**config.mk**
```make
export PLATFORM = sky130hd
export DESIGN_NAME = dcache_controller
export DESIGN_NICKNAME = d
export VERILOG_FILES = /design/src/rtl/dcache_controller.sv
export SDC_FILE = /design/constraint.sdc
export NUM_CORES = 2
export LEC_CHECK = 0
export CORE_MARGIN = 1.5
export CORE_UTILIZATION = 40
export DETAILED_ROUTE_END_ITERATION = 7
export PLACE_DENSITY = 0.55
export SYNTH_ARGS = -nofsm -noshare
export SYNTH_HDL_FRONTEND = slang
export SYNTH_MEMORY_MAX_BITS = 65536
export SYNTH_SLANG_ARGS = --single-unit
```
**constraint.sdc**
```tcl
create_clock -name clk_i -period 6.22 [get_ports clk_i]
set_clock_uncertainty 0.05 [all_clocks]
set_input_delay 0.622 -clock clk_i [delete_from_list [all_inputs] [get_ports clk_i]]
set_output_delay 0.622 -clock clk_i [all_outputs]
set_load 0.1 [all_outputs]
```
**src/rtl/dcache_controller.sv**
```systemverilog
// Direct-mapped write-back/write-allocate D-cache: hits complete in the same cycle, misses stall through MISS/WRITEBACK/REFILL/REFILL_DONE.
// Backpressure: cpu_stall_o freezes the pipeline; mem_enable_o stays high until a one-cycle mem_ack_i.
module dcache_controller #(
    parameter int SETS   = 16,
    parameter int LINE_W = 256
) (
    input  logic              clk_i,
    input  logic              rst_i,
    input  logic              cpu_req_i,
    input  logic              cpu_write_i,
    input  logic [31:0]       cpu_addr_i,
    input  logic [31:0]       cpu_wdata_i,
    output logic [31:0]       cpu_rdata_o,
    output logic              cpu_stall_o,
    output logic              mem_enable_o,
    output logic              mem_write_o,
    output logic [31:0]       mem_addr_o,
    output logic [LINE_W-1:0] mem_wdata_o,
    input  logic [LINE_W-1:0] mem_rdata_i,
    input  logic              mem_ack_i
);
    localparam int IDX_W = $clog2(SETS);
    localparam int TAG_W = 32 - IDX_W - 5;

    typedef enum logic [2:0] {
        IDLE,
        MISS,
        WRITEBACK,
        REFILL,
        REFILL_DONE
    } state_t;

    state_t state, state_nxt;

    logic [SETS-1:0]   valid;
    logic [SETS-1:0]   dirty;
    logic [TAG_W-1:0]  tags  [SETS];
    logic [LINE_W-1:0] lines [SETS];

    logic [TAG_W-1:0] req_tag;
    logic [IDX_W-1:0] req_idx;
    logic [2:0]       req_word;
    logic             hit;
    logic             write_hit;
    logic             refill_ack;
    logic             unused_addr_lsb;

    assign req_tag         = cpu_addr_i[31 -: TAG_W];
    assign req_idx         = cpu_addr_i[5 +: IDX_W];
    assign req_word        = cpu_addr_i[4:2];
    assign unused_addr_lsb = ^cpu_addr_i[1:0];

    assign hit        = cpu_req_i && valid[req_idx] && (tags[req_idx] == req_tag);
    assign write_hit  = (state == IDLE) && hit && cpu_write_i;
    assign refill_ack = (state == REFILL) && mem_ack_i;

    assign cpu_rdata_o = lines[req_idx][{req_word, 5'b0} +: 32];

    always_ff @(posedge clk_i or negedge rst_i) begin
        if (!rst_i) begin
            state <= IDLE;
            valid <= '0;
            dirty <= '0;
        end else begin
            state <= state_nxt;
            if (refill_ack) begin
                valid[req_idx] <= 1'b1;
                dirty[req_idx] <= 1'b0;
            end else if (write_hit) begin
                dirty[req_idx] <= 1'b1;
            end
        end
    end

    // Tag and line storage carry no reset; valid bits gate every use.
    always_ff @(posedge clk_i) begin
        if (refill_ack) begin
            lines[req_idx] <= mem_rdata_i;
            tags[req_idx]  <= req_tag;
        end else if (write_hit) begin
            lines[req_idx][{req_word, 5'b0} +: 32] <= cpu_wdata_i;
        end
    end

    always_comb begin
        state_nxt    = state;
        cpu_stall_o  = 1'b0;
        mem_enable_o = 1'b0;
        mem_write_o  = 1'b0;
        mem_addr_o   = '0;
        mem_wdata_o  = '0;
        case (state)
            IDLE: begin
                if (cpu_req_i && !hit) begin
                    cpu_stall_o = 1'b1;
                    state_nxt   = MISS;
                end
            end
            MISS: begin
                cpu_stall_o = 1'b1;
                state_nxt   = (valid[req_idx] && dirty[req_idx]) ? WRITEBACK : REFILL;
            end
            WRITEBACK: begin
                cpu_stall_o  = 1'b1;
                mem_enable_o = 1'b1;
                mem_write_o  = 1'b1;
                mem_addr_o   = {tags[req_idx], req_idx, 5'b0};
                mem_wdata_o  = lines[req_idx];
                if (mem_ack_i) begin
                    state_nxt = REFILL;
                end
            end
            REFILL: begin
                cpu_stall_o  = 1'b1;
                mem_enable_o = 1'b1;
                mem_addr_o   = {req_tag, req_idx, 5'b0};
                if (mem_ack_i) begin
                    state_nxt = REFILL_DONE;
                end
            end
            REFILL_DONE: begin
                cpu_stall_o = 1'b1;
                state_nxt   = IDLE;
            end
            default: begin
                state_nxt = IDLE;
            end
        endcase
    end
endmodule

```
# Yosys cells after proc, flatten, opt, wreduce, memory -nomap -nowiden
# Memory sizes are Yosys's and may differ from the RTL's.
# Cells that the tools add are included.
[totals]
register_bits = 35
latch_bits = 0
mem_bits_rw = 4464
mem_bits_ro = 0
out_inout_bits = 323
word_cells = 573
memories = 2
[classes]
addsub = 1
multipliers = 0
div_mod_pow = 0
order_cmp = 2
eq_ne = 8
shift = 3
mux = 280
bitwise_logic = 260
n_reduce_logical = 14
[memory_table]
columns = ["memory", "depth", "word_bits", "read_ports", "rd_clocked_by_memory_dff", "write_ports", "line_no", "text"]
rows = [
  ["lines", 16, 256, 1, 0, 1, "38", "logic [LINE_W-1:0] lines [SETS];"],
  ["tags", 16, 23, 1, 0, 1, "37", "logic [TAG_W-1:0] tags [SETS];"],
]
[ops]
columns = ["op", "count"]
rows = [
  ["two-way mux 256 bit", 2],
  ["two-way mux 1 bit", 267],
  ["bitwise OR 1 bit", 256],
  ["variable shift 32 x 10 -> 256 bit, first input constant", 1],
  ["variable part select 256 x 9 -> 32 bit", 1],
  ["variable part select 32 x 10 -> 256 bit", 1],
  ["case mux 32 bit (2 select lines)", 1],
  ["two-way mux 16 bit", 2],
  ["bitwise OR 16 bit", 2],
  ["== test 23 bit", 1],
  ["AND 16 bit", 1],
  ["NOT 16 bit", 1],
  ["case mux 3 bit (4 select lines)", 1],
  ["negator 8 -> 10 bit", 1],
  ["two-way mux 3 bit", 3],
  ["binary-select mux 1 bit (select 4 bit)", 2],
  ["logical AND 1 bit", 8],
  ["== test 3 x 2 -> 1 bit, second input constant", 2],
  ["< comparator 4 x 5 -> 1 bit, second input constant", 1],
  ["demux 1 bit (select 4 bit)", 1],
  ["greater-or-equal comparator 4 x 1 -> 1 bit, second input constant", 1],
  ["inequality test 2 bit, second input constant", 2],
  ["OR reduction 4 bit", 1],
  ["== test 3 x 1 -> 1 bit, second input constant", 1],
  ["other kinds (8)", 8],
]

# Longest topological paths before layout
[logic_depth]
ltp_word = 10
depth_mapped = 16
depth_no_buf = 8

# Least setup slack after synthesis
# OpenSTA, ideal clock, no wires.
[synth_timing]
path_type = "input to register"
startpoint = "input port cpu_addr_i[3]"
endpoint = "memory lines[10][128] (enable)"
setup_ns = 0.432
arrival_time_ns = 5.222
setup_slack_ns = 0.517
stages = 14
path_cell_list = "inv_1 > clkbuf_1 > buf_1 > clkbuf_1 > ha_1 > ha_1 > clkbuf_1 > inv_1 > nor4b_1 > nand3_2 > buf_4 > buf_6 > buf_2 > a21oi_1"
[synth_between]
elab_chain_len = 4
[synth_lines]
columns = ["item", "line_no", "text"]
rows = [
  ["start, declared", "11", "input logic [31:0] cpu_addr_i,"],
  ["negator 8 -> 10 bit", "81", "lines[req_idx][{req_word, 5'b0} +: 32] <= cpu_wdata_i;"],
  ["variable shift 32 x 10 -> 256 bit", "81", ""],
  ["two-way mux 256 bit (not written as such)", "81", ""],
  ["bitwise OR 1 bit (no source line)", "--", ""],
  ["end, declared", "38", ""],
]
# No other way between the ends.

# Worst setup path after layout
[layout_timing]
startpoint = "input port cpu_addr_i[6]"
endpoint = "output port cpu_rdata_o[29]"
[layout_between]
elab_chain_len = 2
[layout_lines]
columns = ["item", "line_no", "text"]
rows = [
  ["memory read (16 x 256 bit)", "--", ""],
  ["variable part select 256 x 9 -> 32 bit", "57", "assign cpu_rdata_o = lines[req_idx][{req_word, 5'b0} +: 32];"],
  ["end, declared", "13", "output logic [31:0] cpu_rdata_o,"],
]
# No other way between the ends.

==> results list <==
- Relative to the synthesized area, the layout overhead comes to 19.69%.
- Maximum number of buffers from clock root to sink: 4
- The final max-slew violation count came to 0.
* Commonest cells after routing, fill and taps aside: sky130_fd_sc_hd__edfxtp_1, sky130_fd_sc_hd__mux4_2, sky130_fd_sc_hd__clkbuf_16
- Multiplexer share of the synthesized area: 0.2018
- Largest family of logic cells by synthesized area: multiplexers
* DRC errors left: 0
- Yosys Warn Count: 0
- Leaving out fill and tap cells, the most frequent cell in the layout is sky130_fd_sc_hd__edfxtp_1.
* Final core utilization: 0.4815
- The via count of the first global-routing pass was 88451.
- sky130_fd_sc_hd__edfxtp_1 takes more of the synthesized area than any other cell.
- Unrepaired setup endpoints after global routing: no
* Number of placement rows: 244
- The first global-routing pass estimated 778000 um of wire.
* EDFF count, synth: 4464
- First-pass iteration count of the detailed router: 5
- In this run the cell area measured after placement is 197800 um2.
- The total area inside the core boundary comes to 442100 um2.
- The congestion estimate from routability-driven global placement came to 0.8381.
* Overall power consumption: 74.81 mW
- Area of the die: 448600 um2
- Ratio of final minimum period to clock period: 0.9200
* Antenna violations before repair: 119
- The smallest clock period supported by the final layout is computed as 5.722 ns.
- Worst-case vdd ir drop: 0.3928 mV
* Count of nets left with antenna violations after detail routing: 0
- Syn_area_per_cell: 23.25 um2
- Pwr dens: 351.4 nW/um2
* Placed cell count: 14091
- Slack of the critical path: 0.4977 ns
- Required time of the critical path: 5.55 ns
* Crit-path max FO: 63
* Worst endpoint data arrival time: 5.05 ns
- At the end of the flow, the number of nets in the layout was 8977.
- Sorting the synthesized cells by area gives the leading types as sky130_fd_sc_hd__edfxtp_1, sky130_fd_sc_hd__mux4_2, sky130_fd_sc_hd__mux2_2.
- Share of the synthesized area in the top cell type: 0.7537
- Vias: 89509
- Startpoint type of the worst setup path: primary input
* Remaining global-route overflow: 0
* Number of levels the H-tree was split into: 5
- Starting DRT DRC Count: 12463
- Of the total synthesized cell area, the portion taken by AND, OR, NAND and NOR gates is 0.01757.
- Boundary Pins: 648
- Timing would allow up to 174.8 MHz.
* Async set or reset register ratio after synthesis: 0.007780
- CTS Buf Count: 459
- Summed over all layers, the routed wires come to 579100 um.
- Synthesis handed over a netlist of 7649 instances.
- Count of input and output buffers: 640
* Leakage: 66.67 nW
- In this run the cell area of the synthesized design comes to 177900 um2.
- For the worst-skew pair, the clock arrives at the later sink with an insertion delay of 1.04 ns.
- Fraction of synthesized cell area in xor and xnor cells: 0.001477
* Number of flip-flops and latches in the synthesized netlist: 4499
- Final instance area: 212900 um2
- Crit Path Class: in -> out
* Sequential area share after synthesis: 0.7586
- Using the TritonRoute via totals, the vias-per-cell ratio works out to 5.939.
* DPL Wire Length: 358200 um
- Pin count of the biggest net entering global routing: 113
- Number of non-filler instances in the completed layout: 15071
- Max-cap violations: 0
* Number of endpoints failing setup at the final stage: 0
- Horizontal die dimension: 669.8 um
- Clock tree from TritonCTS: done
* GRT Util Overall: 0.2547
- In the final layout, the share of cells above drive strength 1 is 0.3523.
* Critical Path Sink Type: output pin
- Min Hold Slack: 0.1838 ns
- Adding up every negative setup slack in the final design gives 0 ns.
- DIE HEIGHT: 669.8 um
- The root buffer cell chosen for the clock tree is sky130_fd_sc_hd__clkbuf_16.
* Result of the run: finished, final reports clean
* Count of endpoints failing hold in the final timing report: 0
- The worst pin sits at a relative slew slack of 0.1808.
- After clock tree synthesis, the clock-pin slew on the worst setup and hold paths is 0.06 ns.
- For the pin with the worst max-slew slack, the measured transition is 1.195 ns.
* Path class of the lowest-slack min-delay path: in -> async
- The area fraction in compound gates after synthesis was 0.008449.
* Predominant post-synthesis flop cell: sky130_fd_sc_hd__edfxtp_1
- TritonCTS Sinks: 4499
* Number of distinct library cell variants in the gate-level netlist after synthesis: 59
- Routed wirelength normalized by instance count: 38.42 um
- Pre-CTS WS: 0.3958 ns
- Starting density of the core: 0.4023
* Synthesized-area fraction occupied by adder cells: 0.0001407
timing repair:
item | in CTS | in global routing
hold endpoints to repair | 35 | 0
resized for setup | 0 | 0
buffers inserted | 0 | 0
hold buffers | 1 | 0
routing by layer:
layer / GRT usage / vias to the layer above / wire (um)
met3: 0.05081 / 779 / 54910
met5: 0 / - / 51
met1: 0.3437 / 49066 / 219300
li1: - / 34772 / -
met4: 0.1029 / 10 / 24640
met2: 0.4082 / 4882 / 280200
final cells by class:
cell class                      instances  area [um2]
Antenna cell                          118       295.3
Clock buffer                          554       12060
Clock inverter                        306        2700
Fill cell                           35801      229200
Inverter                               30       122.6
Multi-Input combinational cell       2652       42550
Sequential cell                      4499      134900
Tap cell                             5904        7387
Timing Repair Buffer                 1008       12830
kinds of logic after synthesis:
kind of cell | count (synthesis)
DFF | 4499
buffers and inverters | 502
and+or+nand+nor | 590
muxes | 1764
xor gates and xnor gates | 30
AOI/OAI and AO/OA | 261
other | 1
adders and majority gates | 2
Yosys cell counts (24+ instances only):
master,number
sky130_fd_sc_hd__a21oi_1,158
sky130_fd_sc_hd__and2_1,272
sky130_fd_sc_hd__buf_1,126
sky130_fd_sc_hd__buf_2,47
sky130_fd_sc_hd__clkbuf_1,267
sky130_fd_sc_hd__dfrtp_1,35
sky130_fd_sc_hd__edfxtp_1,4464
sky130_fd_sc_hd__inv_1,28
sky130_fd_sc_hd__mux2_1,26
sky130_fd_sc_hd__mux2_2,223
sky130_fd_sc_hd__mux2i_1,83
sky130_fd_sc_hd__mux4_2,1432
sky130_fd_sc_hd__nand2_1,177
sky130_fd_sc_hd__nor2_1,49
sky130_fd_sc_hd__nor2b_1,24
sky130_fd_sc_hd__o21ai_0,44
state kept, by name, summed over array words and instances, names as in the netlist, named ones only:
signal	count
lines	4096
tags	368
state	3
valid	16
critical path: stages:
cell                      delay, ns
sky130_fd_sc_hd__buf_8         0.45
sky130_fd_sc_hd__buf_12        0.36
sky130_fd_sc_hd__buf_12        0.28
sky130_fd_sc_hd__buf_12        0.39
sky130_fd_sc_hd__mux4_2        0.39
sky130_fd_sc_hd__mux4_2        0.55
sky130_fd_sc_hd__mux4_2        0.61
sky130_fd_sc_hd__nand2_1       0.47
sky130_fd_sc_hd__nand2_1       0.32
sky130_fd_sc_hd__buf_12        0.26
power by group:
part	leakage, nW	internal [mW]	switching (mW)	total, mW
logic	18.9	3.86	9.78	13.6
registers	40.6	33.9	0.130	34.0
clock network	7.20	15.4	11.8	27.2
total	66.7	53.1	21.7	74.8
final timing paths:
check | start | depth (start not counted) | end | slack, ns
worst max-delay path | cpu_addr_i[6] | 10 | cpu_rdata_o[29] | 0.50
worst max register to register | tags[14][20] | 10 | lines[1][101] | 1.26
max in group asynchronous | rst_i | 2 | valid[2] | 5.33
min in group clk_i | cpu_addr_i[24] | 2 | tags[6][15] | 0.33
worst min-delay path | rst_i | 2 | state[1] | 0.18
worst min register to register | valid[9] | 1 | valid[9] | 0.42
Note: power is estimated with default switching activity, not from simulation.
